[config.mk]
export PLATFORM = sky130hd
export DESIGN_NAME = bitplane_accumulator
export DESIGN_NICKNAME = d
export VERILOG_FILES = /design/src/rtl/smac_pkg.sv /design/src/rtl/bitplane_accumulator.sv
export SDC_FILE = /design/constraint.sdc
export NUM_CORES = 1
export LEC_CHECK = 0
export BUFFER_PORTS_ARGS = -buffer_cell sky130_fd_sc_hd__buf_2
export CORE_ASPECT_RATIO = 0.5
export CORE_MARGIN = 2
export CORE_UTILIZATION = 55
export CTS_CLUSTER_DIAMETER = 200
export DETAILED_ROUTE_END_ITERATION = 10
export PLACE_DENSITY = 0.78
export SYNTH_ARGS = -nofsm -noshare
export SYNTH_HDL_FRONTEND = slang
export SYNTH_SLANG_ARGS = --single-unit
[constraint.sdc]
create_clock -name clk -period 4.25 [get_ports clk]
set_clock_uncertainty 0.05 [all_clocks]
set_input_delay 0.425 -clock clk [delete_from_list [all_inputs] [get_ports clk]]
set_output_delay 0.425 -clock clk [all_outputs]
set_load 0.005 [all_outputs]
[src/rtl/smac_pkg.sv]
// rtl/smac_pkg.sv - shared types and width helpers for the FULL_SMAC datapath
//
// Purpose: state encoding of the bit-plane accumulator and the width
//          functions used to size its popcount input and result.
// Ports:   none (package).
package smac_pkg;

    typedef enum logic [1:0] {
        IDLE = 2'd0,
        ACC  = 2'd1,
        DONE = 2'd2
    } bpa_state_t;

    // Popcount width for M lanes: must hold the value M itself.
    function automatic int bpa_pop_w(input int m);
        return $clog2(m) + 1;
    endfunction

    // Result width: unsigned max M*(2^N-1) plus one sign bit.
    function automatic int bpa_acc_w(input int m, input int n);
        return $clog2(m) + n + 1;
    endfunction

endpackage

[src/rtl/bitplane_accumulator.sv]
// rtl/bitplane_accumulator.sv - MSB-first shift-and-add reduction of bit-plane popcounts
//
// Purpose: consumes N per-plane popcounts (MSB plane first) and reduces them
//          with the Horner recurrence acc = 2*acc + pop into one weighted
//          dot-product result, presented on a valid/ready output.
// Build option: BITPLANE_SIGNED_EN - when defined the first (MSB) plane is
//          weighted negatively, giving a two's-complement result.
// Ports:
//   clk        clock
//   rst        synchronous active-high reset
//   start      one-cycle pulse, begins an operation (honoured only in IDLE)
//   in_valid   in_pop carries a plane popcount
//   in_ready   accumulator accepts a plane this cycle
//   in_pop     plane popcount, P bits, MSB plane first
//   out_valid  out_sum holds a finished result
//   out_ready  downstream accepts out_sum
//   out_sum    accumulated result, ACC_W bits, two's complement
//   busy       operation in progress (ACC or DONE)

// Down-counter over the planes of one operation; zero marks the last plane.
module plane_counter
    import smac_pkg::*;
#(
    parameter int N  = 8,
    parameter int CW = $clog2(N)
) (
    input  logic          clk,
    input  logic          rst,
    input  logic          load,
    input  logic          dec,
    output logic          zero,
    output logic [CW-1:0] count
);

    always_ff @(posedge clk) begin
        if (rst) begin
            count <= '0;
        end else if (load) begin
            count <= CW'(N - 1);
        end else if (dec) begin
            count <= count - 1'b1;
        end
    end

    assign zero = (count == '0);

endmodule

module bitplane_accumulator
    import smac_pkg::*;
#(
    parameter int M     = 16,
    parameter int N     = 8,
    parameter int P     = bpa_pop_w(M),
    parameter int ACC_W = bpa_acc_w(M, N)
) (
    input  logic             clk,
    input  logic             rst,
    input  logic             start,
    input  logic             in_valid,
    output logic             in_ready,
    input  logic [P-1:0]     in_pop,
    output logic             out_valid,
    input  logic             out_ready,
    output logic [ACC_W-1:0] out_sum,
    output logic             busy
);

    localparam int CW = $clog2(N);

    bpa_state_t       state;
    logic [ACC_W-1:0] acc;
    logic [ACC_W-1:0] acc_next;
    logic [ACC_W-1:0] pop_ext;
    logic             first;
    logic             transfer;
    logic             cnt_load;
    logic             cnt_zero;
    logic [CW-1:0]    cnt_value;

    // in_ready is only ever high in ACC, so this is the plane handshake.
    assign transfer = in_valid && in_ready;
    assign cnt_load = (state == IDLE) && start;

    plane_counter #(
        .N  (N),
        .CW (CW)
    ) u_plane_counter (
        .clk   (clk),
        .rst   (rst),
        .load  (cnt_load),
        .dec   (transfer),
        .zero  (cnt_zero),
        .count (cnt_value)
    );

    assign pop_ext = ACC_W'(in_pop);

    always_comb begin
        acc_next = (acc << 1) + pop_ext;
`ifdef BITPLANE_SIGNED_EN
        // MSB plane carries weight -2^(N-1); acc is zero here so only the
        // negated popcount remains.
        if (first) begin
            acc_next = '0 - pop_ext;
        end
`endif
    end

    always_ff @(posedge clk) begin
        if (rst) begin
            state     <= IDLE;
            acc       <= '0;
            first     <= 1'b0;
            in_ready  <= 1'b0;
            out_valid <= 1'b0;
            out_sum   <= '0;
            busy      <= 1'b0;
        end else begin
            case (state)
                IDLE: begin
                    if (start) begin
                        state    <= ACC;
                        acc      <= '0;
                        first    <= 1'b1;
                        in_ready <= 1'b1;
                        busy     <= 1'b1;
                    end
                end
                ACC: begin
                    if (transfer) begin
                        acc   <= acc_next;
                        first <= 1'b0;
                        if (cnt_zero) begin
                            state     <= DONE;
                            in_ready  <= 1'b0;
                            out_valid <= 1'b1;
                            out_sum   <= acc_next;
                        end
                    end
                end
                DONE: begin
                    if (out_ready) begin
                        state     <= IDLE;
                        out_valid <= 1'b0;
                        busy      <= 1'b0;
                    end
                end
                default: begin
                    state     <= IDLE;
                    in_ready  <= 1'b0;
                    out_valid <= 1'b0;
                    busy      <= 1'b0;
                end
            endcase
        end
    end

endmodule

[Yosys cells after proc, flatten, opt, wreduce, memory -nomap -nowiden]
Index checks and enable logic that the tools add are counted.
Word-level totals
  bits in registers: 33
  input port bits: 10
  output and inout bits: 16
Cells by class
  eq/ne operators: 6
  muxes and demuxes: 19
  bitwise operators: 3
  $add $sub $neg: 2
  reduce and logical (&&, ||, !) cells: 12
Operators by type and width (count)
  12-bit 2-to-1 mux: 2
  12-bit case mux with 2 select lines: 1
  13-bit by 5-bit adder with 13-bit output: 1
  4-bit AND reduction: 3
  1-bit case mux with 3 select lines: 3
  3-bit AND reduction: 3
  2-bit 2-to-1 mux: 4
  2-bit != test (second input constant): 4
  1-bit 2-to-1 mux: 6
  3-bit 2-to-1 mux: 2
  2-bit case mux with 3 select lines: 1
  2-bit nonzero test: 2
  3-bit zero test: 1
  1-bit inverter: 3
  3-bit by 1-bit subtractor with 3-bit output (second input constant): 1
  2-bit by 1-bit == test with 1-bit output (second input constant): 1
  2-bit == test (second input constant): 1
  1-bit logical AND: 2
  2-bit zero test: 1

[Depth between registers and ports, before layout]
Gate-level depths: netlist (run 1).
  depth after elaboration: 4
  mapped depth: 8
  depth with buffers taken out: 8

[Hierarchy]
From an unflattened synthesis (run 1), not the netlist that was laid out.
Unflattened totals
  cell total of the unflattened synthesis: 178
  area, all modules: 1540.2 um^2
By module, submodules not included
  bitplane_accumulator: area each 1386.3 um^2, instances 1, cells an instance 161, seq. area each 600.6 um^2
  plane_counter: area each 153.9 um^2, instances 1, cells an instance 17, seq. area each 60.1 um^2

[Worst setup path after synthesis (run 1)]
Ideal clock, no wire load.
  path kind: input -> register
  start: in in_pop[1]
  end: reg acc[9]
  path buffers: 0
  stages: 8
  data arrival time: 1.781 ns
  slack: 2.298 ns
  cell sequence: ha_1 > inv_1 > fa_1 > nor2b_1 > o21ai_1 > a21oi_1 > nor4b_1 > a221o_1
On the way
  longest elaborated chain between the ends: 3
Ends and longest elaborated chain
  from (decl): RTL line bitplane_accumulator.sv:62  | input logic [P-1:0] in_pop,
  13-bit by 5-bit adder with 13-bit output: RTL line bitplane_accumulator.sv:100  | acc_next = (acc << 1) + pop_ext;
  12-bit 2-to-1 mux: RTL line bitplane_accumulator.sv:131  | if (transfer) begin
  12-bit case mux with 2 select lines: RTL line bitplane_accumulator.sv:120  | case (state)
  to (signal assigned): RTL line bitplane_accumulator.sv:132  | acc <= acc_next;
  to (decl): RTL line bitplane_accumulator.sv:72  | logic [ACC_W-1:0] acc;
No other way between the ends. The select of a mux whose other input is x is not followed.
A chain may end at the register's enable or synchronous reset.

[Worst setup path in the final report (run 1)]
  start: reg acc[0]
  end: reg acc[9]
On the way
  longest elaborated chain between the ends: 3
Ends and longest elaborated chain (RTL line)
  13-bit by 5-bit adder with 13-bit output: bitplane_accumulator.sv:100
  12-bit 2-to-1 mux: bitplane_accumulator.sv:131
  12-bit case mux with 2 select lines: bitplane_accumulator.sv:120
No other way between the ends. The select of a mux whose other input is x is not followed.

==> results of run 1 <==
-- per-layer routing --
metal,GRT usage [%],up-vias
met1,27.8,641
met5,0,-
li1,-,694
met3,7.76,6
met4,7.12,0
met2,35.0,21
-- worst max-delay path by stage --
stage	start	endpoint	slack, ns	cells past startpoint
after floorplan	in_pop[1]	acc[9]	2.30	8
after global placement	in_pop[1]	acc[9]	2.12	9
after detailed placement	in_pop[1]	acc[9]	2.07	9
after CTS	acc[0]	acc[9]	2.26	8
after global routing	acc[0]	acc[9]	2.08	8
final	acc[0]	acc[9]	2.26	8
-- stage by stage --
step	setup WS (ns)	power [mW]	std cells	instance area, um^2
6_report	2.26	0.620	248	1800
5_1_grt	2.08	0.648	248	1800
4_1_cts	2.26	0.624	248	1800
3_5_place_dp	2.07	0.389	241	1720
3_3_place_gp	2.12	0.387	241	1720
2_1_floorplan	2.30	0.374	189	1610
-- where the power goes --
group	leakage (nW)	switching [mW]	internal (mW)
Clock	0.0443	0.109	0.128
Combinational	0.418	0.0344	0.0233
Sequential	0.268	0.00712	0.318
Total	0.730	0.151	0.469
-- synth_stat cells (all sizes together) (2+ instances only) --
master  number  share of area [%]
dfxtp       33                 41
a21oi       25                7.8
nand2       22                5.3
nor2        16                3.7
inv         10                2.3
buf          7                3.0
a211oi       6                3.1
ha           6                4.7
o21ai        6                1.9
xnor2        6                3.3
nor2b        5                2.4
xor2         5                2.7
nand2b       4                1.6
nand3        4                1.2
and3         3                1.2
clkbuf       3               0.86
nand4        3                1.2
nor3         3               0.93
a21o         2               0.93
a22o         2                1.1
a22oi        2               0.93
nand3b       2               0.93
-- cell families after synthesis --
group,Yosys count
and+or+nand+nor,70
DFF,33
adders and majority gates,7
xor gates and xnor gates,11
buffers and inverters,20
AOI/OAI and AO/OA,48
-- registers in the layout (all words and copies together), names as in the netlist --
name                   flops
acc                       12
busy                       1
in_ready                   1
out_sum                   13
out_valid                  1
state                      2
u_plane_counter.count      3
-- layout make-up --
type / count / area, um^2 / area share, %
tap: 37 / 46.3 / 2.57
sequential: 33 / 661 / 36.6
timing repair buffer: 25 / 125 / 6.94
clock buffer: 7 / 86.3 / 4.79
inverter: 10 / 37.5 / 2.08
multi-input combinational: 136 / 847 / 47.0
-- cells in the final DEF (no fill, tap or decap), types with 2 or more instances in the layout --
cell,n
nor2_1,16
nor3_1,3
xor2_1,5
inv_1,10
nand3b_1,2
o21ai_0,5
buf_2,25
and3_1,3
dfxtp_1,33
a21oi_1,25
nand4_1,3
a22o_1,2
a22oi_1,2
a211oi_1,5
nand2b_1,4
clkbuf_8,6
nor2b_1,4
ha_1,6
xnor2_1,6
a21o_1,2
nand2_1,21
nand3_1,4
-- worst min-delay path: stages --
cell,delay [ns]
buf_2,0.10
nand2_1,0.05
a21oi_1,0.05
==> reports/qor.csv, run 1 <==
metric,value,unit
routed wire length,3190,um
DIE HEIGHT,42.2,um
antenna cells,0,
RR Startpoint,acc[0],
Power Dens Cells,344,nW/um^2
vias in the first global route,1280,
slowest cell on the critical path,fa_1,
Total Nets Final,228,
WS Path Type,reg -> reg,
MaxCap Viol Count,0,
CTS buffer count,5,
outcome,finished clean,
vias,1362,
GRT Overall Usage,21.9,%
FP Rows,13,
"Async S/R FF share, synth",0,%
CTS Root Cell,clkbuf_8,
first-pass GRT wire length,5700,um
"Distinct cells, synth",44,
Setup Viol. Count Final,0,
main combinational cell family by area after synthesis,simple AND/OR/NAND/NOR gates,
drt drc,0,
Mapped Area,1610,um^2
Die Wd,80.4,um
hold_buf cts,0,
Hold Path End,out_sum[0],
top_reg_cell synth,dfxtp_1,
YS warnings,0,
Util after Layout,67.2,%
Post-synth EDFFs,0,
worst path arrival time,2.12,ns
GP Congestion,0.803,
Post-CTS Resized,0,
Buf/Inv on CP,1,
clk buf depth,2,
initial antenna violation count,0,
CP cell instances,ha_1 > inv_1 > fa_1 > nor2b_1 > o21ai_1 > a21oi_1 > nor4b_1 > a221o_1,
largest net degree at the start of global routing,38,
Metal-1 WL,1590,um
WL met3,140,um
Buffers on Ports,25,
CTS tree,done,
Starting Density,59.9,%
met2 wire len,1420,um
Top Layer Used,met4,
# IOs,26,
GRT overflow,0,
"CTS clk-pin slew, worst paths",0.06,ns
slew margin rel.,53.2,%
Final Hold Vio Count,0,
Crit path max-delay family,compound AO/OA/AOI/OAI gates,
# fillers,239,
multiplexer area fraction after synthesis,0,%
H-tree depth,2,
CTS Sinks,33,
post-synthesis sequential area ratio,41.1,%
routed len/inst,12.9,um
DRT iter0 DRCs,106,
postcts setup bufs,0,
Max VDD drop,0.200,mV
leakage,0.730,nW
max-slew violations,0,
critical path peak fanout,4,
Via density,5.49,
drt first pass iters,4,
clk_lat worst skew,0.29,ns
Critical Path Max Stage Delay,0.39,ns
Hold Slack,0.333,ns
Worst setup EP type,flop,
CORE AREA,2680,um^2
worst path required time,4.38,ns
crit start category,flop,
"antenna viol nets, final",0,
critical hold path startpoint,in_pop[0],
worst flop-to-flop path endpoint,acc[9],
RSZ-0062 raised after global routing,no,
Adder-Cell Fraction of Synth Area,5.92,%
HPWL Detailed,2260,um
area grow syn2layout,12.2,%
Compound-Gate Fraction of Synth Area,18.3,%
syn nets,206,
worst hold stages,3,
Worst-Margin Slew,0.700,ns
Cells after Synth,189,
Post-Synth Simple-Gate Area,22.5,%
share of layout cells above drive strength 1,16.6,%
Yosys reg bits,33,
Fmax,501,MHz
final period utilization,46.9,%
HP Class,in -> reg,
xor and xnor area share after synthesis,6.00,%
reg2reg setup slack,2.26,ns
Setup TNS,0,ns
crit path time final,1.99,ns
mean post-synth cell area,8.50,um^2
die area,3400,um^2
FF-to-FF path depth,8,
Power figures use the tool's default switching activity.
==> run 2: changes to the inputs <==
==> constraint.sdc (replaced) <==
create_clock -name clk -period 1.93 [get_ports clk]
set_clock_uncertainty 0.05 [all_clocks]
set_input_delay 0.193 -clock clk [delete_from_list [all_inputs] [get_ports clk]]
set_output_delay 0.193 -clock clk [all_outputs]
set_load 0.005 [all_outputs]
==> reports/qor.csv, run 2 (same netlist as run 1, synthesis figures left out) <==
metric,value,unit
outcome,finished clean,
largest net degree at the start of global routing,38,
final period utilization,95.4,%
Worst setup EP type,flop,
Power Dens Cells,720,nW/um^2
critical path peak fanout,4,
MaxCap Viol Count,0,
Hold Slack,0.115,ns
Setup Viol. Count Final,0,
multi-input combinational cell area,875,um^2
crit path time final,1.84,ns
# IOs,26,
hold_buf cts,0,
worst path arrival time,2.02,ns
critical hold path startpoint,in_pop[0],
max FFs per register,13,
biggest regs,"out_sum x13, acc x12, u_plane_counter.count x3",
vias in the first global route,1311,
routed len/inst,12.9,um
CTS buffer count,5,
FP Rows,13,
Worst-Margin Slew,0.675,ns
CTS Root Cell,clkbuf_8,
M2 GR Usage,34.2,%
reg2reg setup slack,0.09,ns
dpl cells,247,
leakage,0.760,nW
clk_lat worst skew,0.28,ns
die area,3400,um^2
drt drc,0,
Top Usage Layer GRT,met2,
fin worst setup slack,0.0889,ns
pre-CTS WS,0.0178,ns
share of layout cells above drive strength 1,22.0,%
drt first pass iters,4,
Buffers on Ports,25,
most frequent cells in the layout,"dfxtp_1, buf_2, a21oi_1",
area grow syn2layout,16.4,%
Final Hold Vio Count,0,
"most common cell after layout, fill and taps aside",dfxtp_1,
worst path required time,2.11,ns
CTS tree,done,
Fmax,543,MHz
HPWL Detailed,2420,um
GRT met1 Usage,26.4,%
max-slew violations,0,
crit start category,flop,
GRT overflow,0,
clk buf depth,2,
final cell count without fillers,255,
RR Startpoint,acc[0],
DIE HEIGHT,42.2,um
first-pass GRT wire length,5610,um
largest register by flop count,out_sum,
Util after Layout,69.7,%
HP Class,in -> reg,
CORE AREA,2680,um^2
WS Path Type,reg -> reg,
# fillers,233,
Max VDD drop,0.344,mV
routed wire length,3300,um
Starting Density,59.9,%
CP Launch Point,acc[0],
grt met3 use,8.19,%
Total Nets Final,234,
Reg area,662,um^2
vias,1374,
H-tree depth,2,
"antenna viol nets, final",0,
RSZ-0062 raised after global routing,yes,
Via density,5.39,
CTS Sinks,33,
Die Wd,80.4,um
GRT Overall Usage,21.4,%
antenna cells,0,
postcts setup bufs,0,
DRT iter0 DRCs,92,
"CTS clk-pin slew, worst paths",0.06,ns
GP Congestion,0.817,
initial antenna violation count,0,
slew margin rel.,55.0,%
-- run 2: cell types whose count changed in the layout (fill, tap and decap cells not counted), moves of 2 or more --
cell	before	now
a21oi_2	0	2
a21oi_1	25	23
clkbuf_1	1	3
buf_4	0	6
-- run 2: metrics by stage --
stage	instance area (um^2)	total power [mW]	TNS, ns
6_report	1870	1.35	0
5_1_grt	1870	1.41	-0.0148
4_1_cts	1840	1.35	-0.0239
3_5_place_dp	1760	0.864	0
3_3_place_gp	1760	0.860	0
2_1_floorplan	1610	0.824	0
-- run 2: final timing paths --
check                    end  cells past startpoint
hold / removal    out_sum[0]                      3
setup reg to reg     acc[11]                      8
setup / recovery     acc[11]                      8
hold reg to reg   out_sum[4]                      2
-- run 2: repair_timing --
item	CTS	global route
endpoints found under the setup margin	3	9
pin swaps	1	2
resized for setup	0	8
-- run 2: metal layers --
layer	part of all wire, %	wire length (um)
met2	46	1530
met5	0	0
met4	1.2	38
met1	47	1540
met3	5.6	184
-- run 2: where the power goes --
group          leakage, nW  total [mW]  switching, mW  internal (mW)
Combinational        0.452       0.135         0.0777         0.0574
Sequential           0.268       0.715         0.0148          0.700
Clock               0.0395       0.497          0.241          0.256
-- run 2: area by class of cell --
| type | count | share of cell area, % |
|---|---|---|
| Multi-Input combinational cell | 136 | 46.8 |
| Sequential cell | 33 | 35.4 |
| Timing Repair Buffer | 31 | 9.10 |
| Clock buffer | 8 | 4.28 |
| Tap cell | 37 | 2.47 |
| Inverter | 10 | 2.01 |
-- run 2: critical path: stages, from the launching register on --
cell,delay (ns)
dfxtp_2,0.32
ha_1,0.18
inv_1,0.07
fa_2,0.20
nor2b_2,0.05
o21ai_2,0.24
a21oi_2,0.11
or4b_1,0.48
nand3_1,0.08
